==> src/rtl/output_sequencer_if.sv <==
// Handshake bundle for output_sequencer: CDF RAM read port, equalizer feed/return and LUT write port.
// OUTSEQ_DRAIN_TIMEOUT_EN adds the sticky timeout flag.
interface output_sequencer_if #(
  parameter int ADDR_W = 8,
  parameter int DATA_W = 20,
  parameter int RES_W  = 28
);
  logic              go;
  logic              busy;
  logic              done;
  logic              cdf_rd;
  logic [ADDR_W-1:0] cdf_addr;
  logic [DATA_W-1:0] cdf_data;
  logic [DATA_W-1:0] cdf_min;
  logic              pipe_start;
  logic [DATA_W-1:0] pipe_data;
  logic              pipe_valid;
  logic [RES_W-1:0]  pipe_result;
  logic              lut_we;
  logic [ADDR_W-1:0] lut_addr;
  logic [RES_W-1:0]  lut_data;
`ifdef OUTSEQ_DRAIN_TIMEOUT_EN
  logic              timeout;

  modport master (
    output go, cdf_data, pipe_valid, pipe_result,
    input  busy, done, cdf_rd, cdf_addr, cdf_min, pipe_start, pipe_data,
           lut_we, lut_addr, lut_data, timeout
  );

  modport slave (
    input  go, cdf_data, pipe_valid, pipe_result,
    output busy, done, cdf_rd, cdf_addr, cdf_min, pipe_start, pipe_data,
           lut_we, lut_addr, lut_data, timeout
  );
`else
  modport master (
    output go, cdf_data, pipe_valid, pipe_result,
    input  busy, done, cdf_rd, cdf_addr, cdf_min, pipe_start, pipe_data,
           lut_we, lut_addr, lut_data
  );

  modport slave (
    input  go, cdf_data, pipe_valid, pipe_result,
    output busy, done, cdf_rd, cdf_addr, cdf_min, pipe_start, pipe_data,
           lut_we, lut_addr, lut_data
  );
`endif
endinterface

==> src/rtl/output_sequencer.sv <==
// Scans the CDF for its minimum nonzero entry, streams clamped CDF words through the equalizer
// and writes the returned results into the LUT. OUTSEQ_DRAIN_TIMEOUT_EN enables a DRAIN watchdog.
module output_sequencer #(
  parameter int ADDR_W = 8,
  parameter int DATA_W = 20,
  parameter int RES_W  = 28
) (
  input  logic               clock,
  input  logic               reset,
  output_sequencer_if.slave  bus
);

  localparam logic [ADDR_W:0] CNT_N    = (ADDR_W+1)'(1 << ADDR_W);
  localparam logic [ADDR_W:0] CNT_LAST = CNT_N - 1'b1;
  localparam logic [ADDR_W:0] CNT_ONE  = (ADDR_W+1)'(1);

  typedef enum logic [2:0] {IDLE, SCAN, ISSUE, DRAIN, FINISH} state_t;

  state_t state, state_nxt;

  logic              cdf_rd_q;
  logic [ADDR_W-1:0] cdf_addr_q;
  logic              rd_is_iss;
  logic              ret_scan;
  logic              ret_iss;
  logic [ADDR_W:0]   rd_cnt;
  logic [ADDR_W:0]   ret_cnt;
  logic [DATA_W-1:0] cdf_min_q;
  logic [ADDR_W-1:0] wr_ptr;
  logic [ADDR_W:0]   wr_cnt;
  logic              lut_we_q;
  logic [ADDR_W-1:0] lut_addr_q;
  logic [RES_W-1:0]  lut_data_q;

  logic              scan_hit;
  logic              scan_last;
  logic              iss_last;
  logic              write_fire;
  logic              write_last;
  logic              drain_expire;
  logic [DATA_W-1:0] clamp;

  // Returned data is tagged by the kind of read that produced it, so a SCAN read still
  // in flight when SCAN exits early is never mistaken for an ISSUE return.
  assign scan_hit   = (state == SCAN) && ret_scan && (bus.cdf_data != '0);
  assign scan_last  = (state == SCAN) && ret_scan && (ret_cnt == CNT_LAST);
  assign iss_last   = (state == ISSUE) && (rd_cnt == CNT_N);
  assign write_fire = bus.pipe_valid && ((state == ISSUE) || (state == DRAIN));
  assign write_last = write_fire && (wr_cnt == CNT_LAST);
  assign clamp      = (bus.cdf_data > cdf_min_q) ? bus.cdf_data : cdf_min_q;

`ifdef OUTSEQ_DRAIN_TIMEOUT_EN
  logic [3:0] idle_cnt;
  logic       timeout_q;

  assign drain_expire = (state == DRAIN) && !bus.pipe_valid && (idle_cnt == 4'd15);
  assign bus.timeout  = timeout_q;

  always_ff @(posedge clock or posedge reset) begin
    if (reset) begin
      idle_cnt  <= '0;
      timeout_q <= 1'b0;
    end else begin
      if (state == IDLE && bus.go) begin
        timeout_q <= 1'b0;
      end else if (drain_expire) begin
        timeout_q <= 1'b1;
      end
      if (state != DRAIN || bus.pipe_valid) begin
        idle_cnt <= '0;
      end else begin
        idle_cnt <= idle_cnt + 4'd1;
      end
    end
  end
`else
  assign drain_expire = 1'b0;
`endif

  always_ff @(posedge clock or posedge reset) begin
    if (reset) begin
      state <= IDLE;
    end else begin
      state <= state_nxt;
    end
  end

  always_comb begin
    state_nxt = state;
    case (state)
      IDLE:    if (bus.go) state_nxt = SCAN;
      SCAN:    if (scan_hit || scan_last) state_nxt = ISSUE;
      ISSUE:   if (iss_last) state_nxt = DRAIN;
      DRAIN:   if (write_last || drain_expire) state_nxt = FINISH;
      FINISH:  state_nxt = IDLE;
      default: state_nxt = IDLE;
    endcase
  end

  always_ff @(posedge clock or posedge reset) begin
    if (reset) begin
      cdf_rd_q   <= 1'b0;
      cdf_addr_q <= '0;
      rd_is_iss  <= 1'b0;
      ret_scan   <= 1'b0;
      ret_iss    <= 1'b0;
      rd_cnt     <= '0;
      ret_cnt    <= '0;
      cdf_min_q  <= '0;
      wr_ptr     <= '0;
      wr_cnt     <= '0;
      lut_we_q   <= 1'b0;
      lut_addr_q <= '0;
      lut_data_q <= '0;
    end else begin
      ret_scan <= cdf_rd_q && !rd_is_iss;
      ret_iss  <= cdf_rd_q && rd_is_iss;
      lut_we_q <= 1'b0;
      case (state)
        IDLE: begin
          cdf_rd_q <= 1'b0;
          if (bus.go) begin
            cdf_rd_q   <= 1'b1;
            cdf_addr_q <= '0;
            rd_is_iss  <= 1'b0;
            rd_cnt     <= CNT_ONE;
            ret_cnt    <= '0;
            cdf_min_q  <= '0;
            wr_ptr     <= '0;
            wr_cnt     <= '0;
          end
        end
        SCAN: begin
          if (ret_scan) ret_cnt <= ret_cnt + CNT_ONE;
          if (scan_hit) cdf_min_q <= bus.cdf_data;
          if (scan_hit || scan_last) begin
            cdf_rd_q   <= 1'b1;
            cdf_addr_q <= '0;
            rd_is_iss  <= 1'b1;
            rd_cnt     <= CNT_ONE;
          end else if (rd_cnt != CNT_N) begin
            cdf_rd_q   <= 1'b1;
            cdf_addr_q <= cdf_addr_q + 1'b1;
            rd_cnt     <= rd_cnt + CNT_ONE;
          end else begin
            cdf_rd_q <= 1'b0;
          end
        end
        ISSUE: begin
          if (iss_last) begin
            cdf_rd_q <= 1'b0;
          end else begin
            cdf_rd_q   <= 1'b1;
            cdf_addr_q <= cdf_addr_q + 1'b1;
            rd_cnt     <= rd_cnt + CNT_ONE;
          end
        end
        default: cdf_rd_q <= 1'b0;
      endcase
      if (write_fire) begin
        lut_we_q   <= 1'b1;
        lut_addr_q <= wr_ptr;
        lut_data_q <= bus.pipe_result;
        wr_ptr     <= wr_ptr + 1'b1;
        wr_cnt     <= wr_cnt + CNT_ONE;
      end
    end
  end

  assign bus.busy       = (state == SCAN) || (state == ISSUE) || (state == DRAIN);
  assign bus.done       = (state == FINISH);
  assign bus.cdf_rd     = cdf_rd_q;
  assign bus.cdf_addr   = cdf_addr_q;
  assign bus.cdf_min    = cdf_min_q;
  assign bus.pipe_start = ret_iss;
  assign bus.pipe_data  = ret_iss ? clamp : '0;
  assign bus.lut_we     = lut_we_q;
  assign bus.lut_addr   = lut_addr_q;
  assign bus.lut_data   = lut_data_q;

endmodule

==> src/flat_wrapper.sv <==
// flat-port wrapper written by rule: the top's interface ports become plain ports
module output_sequencer_flat 
#(
  parameter int ADDR_W = 8,
  parameter int DATA_W = 20,
  parameter int RES_W  = 28
)
  (clock, reset, bus_go, bus_cdf_data, bus_pipe_valid, bus_pipe_result, bus_busy, bus_done, bus_cdf_rd, bus_cdf_addr, bus_cdf_min, bus_pipe_start, bus_pipe_data, bus_lut_we, bus_lut_addr, bus_lut_data);
  output_sequencer_if #(.ADDR_W(ADDR_W), .DATA_W(DATA_W), .RES_W(RES_W)) bus_i ();
  input  logic clock;
  input  logic reset;
  input wire logic [$bits(bus_i.go)-1:0] bus_go;
  input wire logic [$bits(bus_i.cdf_data)-1:0] bus_cdf_data;
  input wire logic [$bits(bus_i.pipe_valid)-1:0] bus_pipe_valid;
  input wire logic [$bits(bus_i.pipe_result)-1:0] bus_pipe_result;
  output wire logic [$bits(bus_i.busy)-1:0] bus_busy;
  output wire logic [$bits(bus_i.done)-1:0] bus_done;
  output wire logic [$bits(bus_i.cdf_rd)-1:0] bus_cdf_rd;
  output wire logic [$bits(bus_i.cdf_addr)-1:0] bus_cdf_addr;
  output wire logic [$bits(bus_i.cdf_min)-1:0] bus_cdf_min;
  output wire logic [$bits(bus_i.pipe_start)-1:0] bus_pipe_start;
  output wire logic [$bits(bus_i.pipe_data)-1:0] bus_pipe_data;
  output wire logic [$bits(bus_i.lut_we)-1:0] bus_lut_we;
  output wire logic [$bits(bus_i.lut_addr)-1:0] bus_lut_addr;
  output wire logic [$bits(bus_i.lut_data)-1:0] bus_lut_data;
  assign bus_i.go = bus_go;
  assign bus_i.cdf_data = bus_cdf_data;
  assign bus_i.pipe_valid = bus_pipe_valid;
  assign bus_i.pipe_result = bus_pipe_result;
  assign bus_busy = bus_i.busy;
  assign bus_done = bus_i.done;
  assign bus_cdf_rd = bus_i.cdf_rd;
  assign bus_cdf_addr = bus_i.cdf_addr;
  assign bus_cdf_min = bus_i.cdf_min;
  assign bus_pipe_start = bus_i.pipe_start;
  assign bus_pipe_data = bus_i.pipe_data;
  assign bus_lut_we = bus_i.lut_we;
  assign bus_lut_addr = bus_i.lut_addr;
  assign bus_lut_data = bus_i.lut_data;
  output_sequencer #(.ADDR_W(ADDR_W), .DATA_W(DATA_W), .RES_W(RES_W)) u_core (.clock(clock), .reset(reset), .bus(bus_i));
endmodule
==> config.mk <==
export PLATFORM = sky130hd
export DESIGN_NAME = output_sequencer_flat
export DESIGN_NICKNAME = d
export VERILOG_FILES = /design/src/rtl/output_sequencer_if.sv /design/src/rtl/output_sequencer.sv /design/src/flat_wrapper.sv
export SDC_FILE = /design/constraint.sdc
export NUM_CORES = 1
export LEC_CHECK = 0
export ABC_AREA = 1
export BUFFER_PORTS_ARGS = -buffer_cell sky130_fd_sc_hd__buf_2
export CAP_MARGIN = 20
export CORE_AREA = 2 2 104 106
export CTS_CLUSTER_DIAMETER = 50
export DETAILED_ROUTE_END_ITERATION = 7
export DIE_AREA = 0 0 106 108
export GPL_TIMING_DRIVEN = 0
export PLACE_DENSITY = 0.86
export SYNTH_ARGS = -nofsm -noshare
export SYNTH_HDL_FRONTEND = slang
export SYNTH_SLANG_ARGS = --single-unit
export TNS_END_PERCENT = 5
==> constraint.sdc <==
create_clock -name clock -period 7.8 [get_ports clock]
set_input_delay 0 -clock clock [delete_from_list [all_inputs] [get_ports clock]]
set_output_delay 0 -clock clock [all_outputs]
set_load 0.03 [all_outputs]
Word level (Yosys, flattened, before mapping)
Cells that the tools add are included.
{"block": "word_totals", "romBits": 0, "mem_bits_rw": 0, "memories": 0, "inputBits": 52, "latchBits": 0, "reg_bits": 107}
{"block": "classes", "bitwise_logic": 0, "mul": 0, "shift": 0, "n_reduce_logical": 25, "muxes": 36, "n_div": 0, "addsub": 5, "magnitude_cmp": 1, "n_eq_ne": 16}
{"op": "20-bit 2-to-1 mux", "n": 4}
{"op": "9-bit 2-to-1 mux", "n": 8}
{"op": "8-bit 2-to-1 mux", "n": 6}
{"op": "20-bit one-hot mux with 2 select lines", "n": 1}
{"op": "9-bit by 1-bit adder with 9-bit output (second input constant)", "n": 3}
{"op": "9-bit one-hot mux with 3 select lines", "n": 1}
{"op": "8-bit one-hot mux with 3 select lines", "n": 1}
{"op": "20-bit greater-than comparator", "n": 1}
{"op": "20-bit nonzero test", "n": 1}
{"op": "9-bit by 8-bit equality test with 1-bit output (second input constant)", "n": 2}
{"op": "9-bit one-hot mux with 2 select lines", "n": 1}
{"op": "8-bit by 1-bit adder with 8-bit output (second input constant)", "n": 2}
{"op": "3-bit 2-to-1 mux", "n": 4}
{"op": "3-bit one-hot mux with 4 select lines", "n": 1}
{"op": "9-bit equality test (second input constant)", "n": 1}
{"op": "9-bit inequality test (second input constant)", "n": 1}
{"op": "3-bit AND reduction", "n": 3}
{"op": "1-bit logical AND", "n": 8}
{"op": "2-bit by 1-bit inequality test with 1-bit output (second input constant)", "n": 4}
{"op": "4-bit AND reduction", "n": 2}
{"op": "1-bit 2-to-1 mux", "n": 7}
{"op": "3-bit by 2-bit equality test with 1-bit output (second input constant)", "n": 2}
{"op": "2-bit inequality test (second input constant)", "n": 3}
{"op": "2-bit nonzero test", "n": 3}
{"op": "other kinds (10)", "n": 13}

Depth between registers and ports, before layout
Gate-level depths: netlist of run 1.
{"block": "depth", "ltp_word": 6, "mapped_depth": 14, "mapped_depth_nobuf": 13}

Worst setup path before layout of run 1
No wires, ideal clock.
{"block": "synth_timing", "kind": "register -> output", "from": "register u_core.cdf_min_q[19], in the netlist u_core.bus.cdf_min[19]", "to": "output port bus_pipe_data[0]", "setup_slack_ps": 5553, "stages_incl_launch_ff": 12, "required_time_ps": 7800, "arrival_time_ps": 2247, "cell_sequence": "dfrtp_1 > inv_1 > ha_1 > nand2_1 > nor2_1 > nand2_1 > nor2_1 > nand2_1 > nand3_1 > clkbuf_1 > a21oi_1 > nor2_1"}
{"block": "synth_via", "elab_chain_len": 3}
{"element": "start: declaration", "line_no": "output_sequencer.sv:28", "text": "logic [DATA_W-1:0] cdf_min_q;"}
{"element": "start signal: assignment", "line_no": "output_sequencer.sv:135", "text": "if (scan_hit) cdf_min_q <= bus.cdf_data;"}
{"element": "20-bit greater-than comparator", "line_no": "output_sequencer.sv:50", "text": "assign clamp = (bus.cdf_data > cdf_min_q) ? bus.cdf_data : cdf_min_q;"}
{"element": "20-bit 2-to-1 mux", "line_no": "output_sequencer.sv:50"}
{"element": "20-bit 2-to-1 mux", "line_no": "output_sequencer.sv:176", "text": "assign bus.pipe_data = ret_iss ? clamp : '0;"}
{"element": "end: declaration", "line_no": "flat_wrapper.sv:22", "text": "output wire logic [$bits(bus_i.pipe_data)-1:0] bus_pipe_data;"}
Every way passes these cells.

Worst setup path in the final report of run 1
{"block": "layout_timing", "from": "register u_core.cdf_min_q[19], in the netlist u_core.bus.cdf_min[19]", "to": "output port bus_pipe_data[1]"}
Same word-level chain as after synthesis.

==> results of run 1 <==
[final cells by class]
cell class,instances,share of cell area
inverters,108,0.0545
clock buffers,9,0.0165
multi-input cells,530,0.356
repair buffers,190,0.163
flip-flops and latches,107,0.358
well taps,136,0.0227
plain buffers,31,0.0197
clock inverters,7,0.0105
[sequential cells by signal (all words and copies together), names as in the netlist]
signal,count
u_core.ret_scan,1
u_core.bus.cdf_min,20
u_core.rd_cnt,9
u_core.bus.cdf_addr,8
u_core.ret_cnt,9
u_core.bus.pipe_start,1
u_core.bus.lut_addr,8
u_core.wr_ptr,8
u_core.bus.lut_we,1
u_core.rd_is_iss,1
u_core.bus.lut_data,28
u_core.bus.cdf_rd,1
u_core.state,3
u_core.wr_cnt,9
[routing by layer]
metal,part of all wire,vias to the layer above,GRT usage
met3,0.059,23,0.0386
met2,0.48,224,0.483
li1,-,2876,-
met4,0.018,0,0.0930
met5,0,-,0
met1,0.44,2685,0.352
[worst max-delay path by stage]
stage / endpoint / depth (start not counted)
3_3_place_gp: u_core.bus.lut_data[14] / 2
2_1_floorplan: u_core.bus.cdf_addr[0] / 1
3_5_place_dp: bus_pipe_data[1] / 12
5_1_grt: bus_pipe_data[19] / 12
4_1_cts: bus_pipe_data[1] / 12
6_report: bus_pipe_data[1] / 12
[logic make-up after synthesis]
group / share of synthesized area
AOI/OAI and AO/OA: 0.0843
xor gates and xnor gates: 0.0178
DFF: 0.454
buffers and inverters: 0.0938
adders and majority gates: 0.0594
and+or+nand+nor: 0.290
[cell usage in the layout (no fill, tap or decap), types with 2 or more instances in the layout]
cell,count
dfrtp_1,107
inv_1,102
nand2_2,3
xor2_1,11
ha_1,28
nand2_1,220
o31ai_1,4
o21ai_1,6
nand3_1,98
nand4_1,8
inv_6,3
nor2_1,54
nor3_1,7
inv_2,5
nand3b_1,2
a21oi_1,32
clkbuf_1,17
buf_6,2
buf_1,3
o22ai_1,6
clkinv_8,2
clkbuf_8,9
o21ai_0,38
buf_4,2
buf_2,146
dlygate4sd3_1,49
[cell usage after synthesis, types with 2 or more instances]
library cell / number / area share
a21oi_1: 32 / 0.027
o31ai_1: 4 / 0.0051
nor2_1: 54 / 0.034
inv_1: 103 / 0.066
o21ai_0: 38 / 0.032
nand2_2: 3 / 0.0032
nand3_1: 98 / 0.083
buf_6: 2 / 0.0038
nand3b_1: 2 / 0.0025
nand4_1: 8 / 0.0085
o22ai_1: 6 / 0.0064
nor3_1: 7 / 0.0059
nand2_1: 220 / 0.14
inv_2: 5 / 0.0032
buf_2: 6 / 0.0051
clkbuf_1: 17 / 0.011
ha_1: 28 / 0.059
buf_4: 2 / 0.0025
xor2_1: 11 / 0.016
o21ai_1: 6 / 0.0051
buf_1: 3 / 0.0019
dfrtp_1: 107 / 0.45
[what timing repair did]
action / 4_1_cts / 5_1_grt
resized for setup: 0 / 0
endpoints found under the hold margin: 84 / 0
hold buffers: 49 / 0
setup endpoints to repair: 0 / 0
[critical path, cell delays in order, from the launching register on]
cell	delay, ns
dfrtp_1	0.41
inv_1	0.07
ha_1	0.29
nand2_1	0.08
nor2_1	0.14
nand2_1	0.10
nor2_1	0.14
nand2_1	0.07
nand3_1	0.15
clkbuf_1	0.39
a21oi_1	0.12
nor2_1	0.15
buf_2	0.22
[per-stage QoR]
| step | hold slack [ns] | setup WS [ns] |
|---|---|---|
| 3_3_place_gp | 0.192 | 3.76 |
| 2_1_floorplan | 0.110 | 4.98 |
| 6_report | 0.0311 | 5.10 |
| 5_1_grt | 0.0779 | 4.79 |
| 4_1_cts | 0.0229 | 5.10 |
| 3_5_place_dp | 0.0777 | 5.53 |
[report_power, final]
group          internal, W  switching (W)  leakage, nW
Sequential        0.000731       0.000140         1.42
Clock             0.000128       0.000220        0.102
Combinational     0.000399       0.000939         2.67
Total              0.00126        0.00130         4.19
==> metrics.md, run 1 <==
| Metric | Value |
|---|---|
| Tot GR Track Use | `0.275` |
| Vias | `5808` |
| Endpoints failing setup | `0` |
| Max-slew headroom | `0.654` |
| Top_reg_cell synth | `dfrtp_1` |
| Final TNS setup | `0 ns` |
| Clock Path Buffers | `2` |
| RSZ-0062 raised after global routing | `no` |
| Arrival time worst endpoint | `2.70 ns` |
| Root buffer cell | `clkbuf_8` |
| P_leak | `4.19 nW` |
| Design area | `7490 um2` |
| Inserted Clock Buffers | `9` |
| Clk Latency, worst-skew pair | `0.37 ns` |
| RD Place Congestion | `0.853` |
| Starting Density | `0.576` |
| Synth cell types | `36` |
| H-tree levels | `3` |
| Worst Hold Class | `in -> reg` |
| First DRT Iteration DRCs | `391` |
| Reg2reg path depth | `10` |
| Critical path fanouts, max | `10` |
| Final critical-path share of the clock period | `0.346` |
| YS warnings | `0` |
| Ant diodes | `0` |
| Largest net degree at the start of global routing | `72` |
| Dpl hpwl | `9930 um` |
| Total wire length | `15100 um` |
| Reg-to-Reg End | `u_core.bus.cdf_addr[0]` |
| Fill cells | `766` |
| VDD IR max | `276 uV` |
| First-pass DRT Iterations | `6` |
| Register area | `2680 um2` |
| EDFF count, synth | `0` |
| Mapped Cells | `776` |
| Sequential share of the synthesized area | `0.454` |
| DRC | `0` |
| Fmax achieved | `371 MHz` |
| Final net count | `1057` |
| Syn_nets | `856` |
| Power density over cell area | `341 nW/um2` |
| Die X | `106 um` |
| Hold Path End | `u_core.state[2]` |
| Cells on Worst Hold Path | `5` |
| Placed cell count | `1053` |
| Row count | `37` |
| Worst Path Required | `7.80 ns` |
| Count of pins over their slew limit | `0` |
| Placed cell areas | `6800 um2` |
| Fraction of registers with async set/reset | `1.00` |
| Max cap viols | `0` |
| Worst Setup SP | `u_core.bus.cdf_min[19]` |
| Post-CTS setup buffer count | `0` |
| CORE AREA | `10200 um2` |
| Syn-to-layout area delta | `27.0%` |
| Area of the die | `11400 um2` |
| Flops & latches, synth | `107` |
| CP Capture Type | `output pin` |
| Final Total Pwr | `0.00256 W` |
| Hold Crit Start | `bus_go` |
| Clk sinks | `107` |
| DR WL/cell | `13.5 um` |
| Status | `completed` |
| Worst R2R Start | `u_core.ret_cnt[0]` |
| DR vias/cell | `5.19` |
| Critical Setup Path Class | `reg -> out` |
| Port Buf Inserts | `140` |
| Minimum clock period | `2.70 ns` |
| Die height | `108 um` |
| CTS tree | `done` |
| Non-filler cells, final | `1118` |
| Reg clk slew, reported paths | `0.11 ns` |
| Clock Skews | `0.00952 ns` |
| Total grt overflow | `0` |
| Final hold vios | `0` |
| DRT antenna net count | `0` |
| Syn avg cell area | `7.60 um2` |
| Share of cells above drive strength 1 | `0.186` |
| Io pins | `141` |
| Initial antenna violation count | `0` |
| R2r setup slk | `5.67 ns` |
| Multi-input logic area | `2660 um2` |
| Post-Syn Area | `5890 um2` |
| Worst Setup Start Kind | `flip-flop` |
| Fin util | `0.732` |
| First-pass GRT wire length | `25400 um` |
| Vias in the first global route | `5569` |
| Worst slew pin tran | `0.520 ns` |
No activity file was read; power rests on OpenSTA's default activity.
==> run 2, diff against run 1 <==
- CORE_AREA: 2 2 104 106 -> 2 2 108 110
- DIE_AREA: 0 0 106 108 -> 0 0 110 112
- PLACE_DENSITY: 0.86 -> 0.81
- clock period: 7.8 -> 2.5 ns (I/O delays scaled with it)
==> metrics.md, run 2 (synthesized netlist as in run 1, its figures left out) <==
| Metric | Value |
|---|---|
| Status | `completed` |
| Met2 WL | `7020 um` |
| Clock Path Buffers | `2` |
| Largest register FFs | `28` |
| Register area | `2680 um2` |
| Worst slew pin tran | `0.767 ns` |
| Critical Setup Path Class | `reg -> out` |
| Worst Setup Start Kind | `flip-flop` |
| Worst Path Required | `2.50 ns` |
| Tot GR Track Use | `0.246` |
| Buf/Inv on CP | `4` |
| Met1 Wirelength | `6600 um` |
| Worst Hold Class | `in -> reg` |
| Inserted Clock Buffers | `9` |
| Root buffer cell | `clkbuf_16` |
| Fin util | `0.691` |
| Clk sinks | `107` |
| Total grt overflow | `0` |
| Initial antenna violation count | `0` |
| Count of pins over their slew limit | `0` |
| Clk Latency, worst-skew pair | `0.34 ns` |
| Row count | `39` |
| Placed cell count | `1061` |
| Reg clk slew, reported paths | `0.07 ns` |
| CTS tree | `done` |
| Slowest CP cell | `dfrtp_1` |
| CORE AREA | `11200 um2` |
| Fill cells | `872` |
| Clock Skews | `0.00866 ns` |
| Share of cells above drive strength 1 | `0.205` |
| Ant diodes | `0` |
| DR vias/cell | `5.17` |
| Fmax achieved | `423 MHz` |
| Vias | `5838` |
| Dpl hpwl | `9780 um` |
| Final net count | `1062` |
| Area of the die | `12300 um2` |
| Max cap viols | `0` |
| Starting Density | `0.527` |
| Crit-path cells | `inv_1 -> ha_1 -> nand2_1 -> nor2_2 -> nand2_2 -> nor2_2 -> nand4_1 -> buf_4 -> buf_6 -> nand3_1 -> nand2_1 -> nor2_1 -> buf_2` |
| RD Place Congestion | `0.832` |
| Final hold vios | `0` |
| Die X | `110 um` |
| Power density over cell area | `1090 nW/um2` |
| Commonest non-fill, non-tap cell in the layout | `nand2_1` |
| VDD IR max | `827 uV` |
| P_leak | `4.28 nW` |
| Arrival time worst endpoint | `2.36 ns` |
| Hold_ws | `0.0625 ns` |
| Die height | `112 um` |
| CP Capture Type | `output pin` |
| DRT antenna net count | `0` |
| CP top delay family | `simple AND/OR/NAND/NOR gates` |
| DRC | `0` |
| Design area | `7730 um2` |
| First-pass GRT wire length | `24300 um` |
| Minimum clock period | `2.36 ns` |
| Non-filler cells, final | `1130` |
| Most frequent cells in the layout | `nand2_1 (219), buf_2 (139), dfrtp_1 (107)` |
| Largest net degree at the start of global routing | `44` |
| Endpoints failing setup | `0` |
| First-pass DRT Iterations | `5` |
| Placed cell areas | `6820 um2` |
| Final Total Pwr | `0.00839 W` |
| Syn-to-layout area delta | `31.1%` |
| Port Buf Inserts | `140` |
| Vias in the first global route | `5471` |
| Metal3 WL | `932 um` |
| DR top layer | `met4` |
| Max-slew headroom | `0.488` |
| Crit path largest cell delay | `0.38 ns` |
| Total wire length | `14900 um` |
| H-tree levels | `3` |
| Io pins | `141` |
| First DRT Iteration DRCs | `398` |
| Critical path fanouts, max | `10` |
| Multi-input logic area | `2690 um2` |
| DR WL/cell | `13.2 um` |
| Final critical-path share of the clock period | `0.945` |
[run 2: cell count changes in the layout (fill, tap and decap cells not counted), sizes merged]
cell      before  now
clkbuf        27   25
bufinv         0    1
inv          112  109
clkinv         3    1
buf          154  162
clkinvlp       0    3
[run 2: stage by stage]
| step | setup WS [ns] | setup TNS (ns) |
|---|---|---|
| after global placement | 0.213 | 0 |
| after CTS | 0.0138 | 0 |
| after global routing | -0.0201 | -0.0597 |
| after floorplan | 0.253 | 0 |
| final | 0.137 | 0 |
| after detailed placement | 0.225 | 0 |
[run 2: where the power goes]
part | internal [W] | leakage [nW] | total, W | switching (W)
Clock | 0.000814 | 0.146 | 0.00147 | 0.000656
Combinational | 0.00131 | 2.72 | 0.00422 | 0.00291
Sequential | 0.00228 | 1.42 | 0.00270 | 0.000413
[run 2: path summary, 6_finish.rpt]
| check | from | end | slack [ns] | cells after the start |
|---|---|---|---|---|
| hold reg to reg | u_core.rd_is_iss | u_core.ret_scan | 0.45 | 1 |
| setup reg to reg | u_core.ret_cnt[0] | u_core.rd_cnt[2] | 0.43 | 10 |
| max in group asynchronous | reset | u_core.bus.lut_data[15] | 1.52 | 4 |
| hold / removal | bus_go | u_core.state[2] | 0.06 | 5 |
| min in group asynchronous | reset | u_core.wr_ptr[1] | 0.34 | 3 |
| setup / recovery | u_core.bus.cdf_min[17] | bus_pipe_data[10] | 0.14 | 13 |
[run 2: repair_timing]
| action | 4_1_cts | 5_1_grt |
|---|---|---|
| resized for setup | 6 | 40 |
| endpoints found under the hold margin | 78 | 0 |
| pin swaps | 0 | 3 |
| setup endpoints to repair | 20 | 20 |
| hold buffers | 49 | 0 |
| setup buffers | 0 | 4 |
| cloned | 0 | 0 |
[run 2: worst reg2reg max path, delay by kind of cell (launching register included)]
| family | cells | cell delay [ns] |
|---|---|---|
| flops | 1 | 0.38 |
| buf+inv | 2 | 0.30 |
| fa+ha+maj | 2 | 0.46 |
| simple gates | 6 | 0.84 |
[run 2: layout make-up]
cell class	count	share of cell area
clock inverter	6	0.00923
inverter	108	0.0530
multi-input combinational	530	0.348
buffer	31	0.0238
timing repair buffer	195	0.165
sequential	107	0.347
clock buffer	10	0.0309
tap	143	0.0232
[run 2: metal layers]
metal / track usage / vias up
met5: 0 / -
li1: - / 2891
met4: 0.0852 / 0
met1: 0.318 / 2708
met3: 0.0439 / 28
met2: 0.412 / 211
==> run 3, diff against run 2 <==
- PLACE_DENSITY: 0.81 -> 0.8
==> metrics.md, run 3 (synthesized netlist as in run 1, its figures left out) <==
| Metric | Value |
|---|---|
| Placed cell areas | `6850 um2` |
| Clk pwr share | `0.165` |
| Clock Path Buffers | `2` |
| Starting Density | `0.527` |
| Initial antenna violation count | `0` |
| Tot GR Track Use | `0.252` |
| Inserted Clock Buffers | `9` |
| Minimum clock period | `2.42 ns` |
| Most frequent cells in the layout | `nand2_1 (220), buf_2 (144), dfrtp_1 (107)` |
| Reg2reg path depth | `10` |
| Final critical-path share of the clock period | `0.968` |
| CORE AREA | `11200 um2` |
| H-tree levels | `3` |
| RD Place Congestion | `0.830` |
| Vias in the first global route | `5574` |
| CTS tree | `done` |
| Crit path largest cell delay | `0.36 ns` |
| Max cap viols | `0` |
| Final net count | `1064` |
| Register area | `2680 um2` |
| Worst slew pin tran | `0.527 ns` |
| Total grt overflow | `0` |
| Share of cells above drive strength 1 | `0.205` |
| Max-slew headroom | `0.648` |
| Area of the die | `12300 um2` |
| Root buffer cell | `clkbuf_16` |
| Cells on Worst Hold Path | `5` |
| Critical Setup Path Class | `reg -> out` |
| Reg clk slew, reported paths | `0.07 ns` |
| First DRT Iteration DRCs | `356` |
| RSZ-0062 raised after global routing | `yes` |
| Worst Path Required | `2.50 ns` |
| Dpl hpwl | `10100 um` |
| Worst Hold Class | `in -> reg` |
| Sw Share | `0.481` |
| Internal | `0.00429 W` |
| DR vias/cell | `5.09` |
| Critical path fanouts, max | `10` |
| Vias | `5762` |
| First-pass GRT wire length | `24900 um` |
| Io pins | `141` |
| P_sw | `0.00398 W` |
| Port Buf Inserts | `140` |
| Arrival time worst endpoint | `2.42 ns` |
| Final hold vios | `0` |
| Non-filler cells, final | `1132` |
| Placed cell count | `1062` |
| Clk Latency, worst-skew pair | `0.35 ns` |
| Clk sinks | `107` |
| Endpoints failing setup | `0` |
| Largest net degree at the start of global routing | `38` |
| Row count | `39` |
| Commonest non-fill, non-tap cell in the layout | `nand2_1` |
| Status | `completed` |
| Count of pins over their slew limit | `0` |
| DRC | `0` |
| Critical path's most frequent cell | `nor2_2` |
| Total wire length | `15000 um` |
| Gate power share | `0.510` |
| Die height | `112 um` |
| CP Capture Type | `output pin` |
| Multi-input logic area | `2690 um2` |
| First-pass DRT Iterations | `4` |
| Largest register FFs | `28` |
| Syn-to-layout area delta | `30.8%` |
| Fill cells | `917` |
| Die X | `110 um` |
| Ant diodes | `0` |
| VDD IR max | `910 uV` |
| Reg power frac | `0.325` |
| Design area | `7710 um2` |
| Slowest CP cell | `dfrtp_1` |
| DR WL/cell | `13.2 um` |
| DRT antenna net count | `0` |
| Worst Setup Start Kind | `flip-flop` |
| Crit-path cells | `inv_1 -> ha_1 -> nand2_1 -> nor2_2 -> nand2_1 -> nor2_2 -> nand4_1 -> buf_4 -> buf_2 -> a21oi_2 -> nor2_2 -> buf_4` |
| P_leak | `4.28 nW` |
| Power density over cell area | `1070 nW/um2` |
| Fmax achieved | `413 MHz` |
| Fin util | `0.690` |
| Clock Skews | `0.0120 ns` |
| Hold_ws | `0.0656 ns` |
==> run 3: metrics by stage <==
stage	worst slack, ns	TNS [ns]	total power (W)
6_report	0.0795	0	0.00827
5_1_grt	-0.119	-1.87	0.00889
4_1_cts	-0.0181	-0.0346	0.00820
3_5_place_dp	0.186	0	0.00675
3_3_place_gp	0.205	0	0.00667
2_1_floorplan	0.253	0	0.00560
==> run 3: power by group through the flow <==
| stage | clock network (W) | logic (W) | registers (W) |
|---|---|---|---|
| detailed placement | 0 | 0.00407 | 0.00268 |
| global placement | 0 | 0.00397 | 0.00270 |
| finish | 0.00136 | 0.00422 | 0.00269 |
| CTS | 0.00139 | 0.00414 | 0.00268 |
| floorplan | 0 | 0.00219 | 0.00342 |
| global route | 0.00148 | 0.00466 | 0.00276 |
==> run 3: worst paths after layout <==
check / start / endpoint / slack (ns)
worst min-delay path: bus_go / u_core.state[2] / 0.07
worst max register to register: u_core.ret_cnt[0] / u_core.bus.cdf_addr[1] / 0.49
worst max-delay path: u_core.bus.cdf_min[19] / bus_pipe_data[1] / 0.08
worst min register to register: u_core.rd_is_iss / u_core.ret_scan / 0.45
min in group asynchronous: reset / u_core.wr_cnt[4] / 0.24
max in group asynchronous: reset / u_core.bus.lut_data[6] / 1.49
==> run 3: layer usage <==
metal,vias to the layer above,GRT usage,wire (um)
met1,2677,0.324,6660
li1,2898,-,-
met2,173,0.431,7210
met3,14,0.0509,959
met5,-,0,0
met4,0,0.0633,157
==> run 3: area by class of cell <==
class / count / share of cell area
multi-input cells: 530 / 0.348
flip-flops and latches: 107 / 0.347
repair buffers: 197 / 0.168
inverters: 108 / 0.0530
clock buffers: 10 / 0.0310
well taps: 143 / 0.0232
plain buffers: 31 / 0.0227
clock inverters: 6 / 0.00600
==> run 3: repair_timing <==
action / in CTS / in global routing
pin swaps: 0 / 1
endpoints found under the hold margin: 67 / 0
setup buffers: 0 / 4
endpoints found under the setup margin: 20 / 20
hold buffers: 49 / 0
gates cloned: 0 / 1
gates resized for setup: 7 / 23
==> run 3: critical path: cells and delay by family (launching register included) <==
| kind | cells | cell delay (ns) |
|---|---|---|
| AND/OR/NAND/NOR | 6 | 0.65 |
| buffers and inverters | 4 | 0.61 |
| flip-flops | 1 | 0.36 |
| adder cells (fa/ha/maj) | 1 | 0.29 |
| AO/OA/AOI/OAI | 1 | 0.18 |
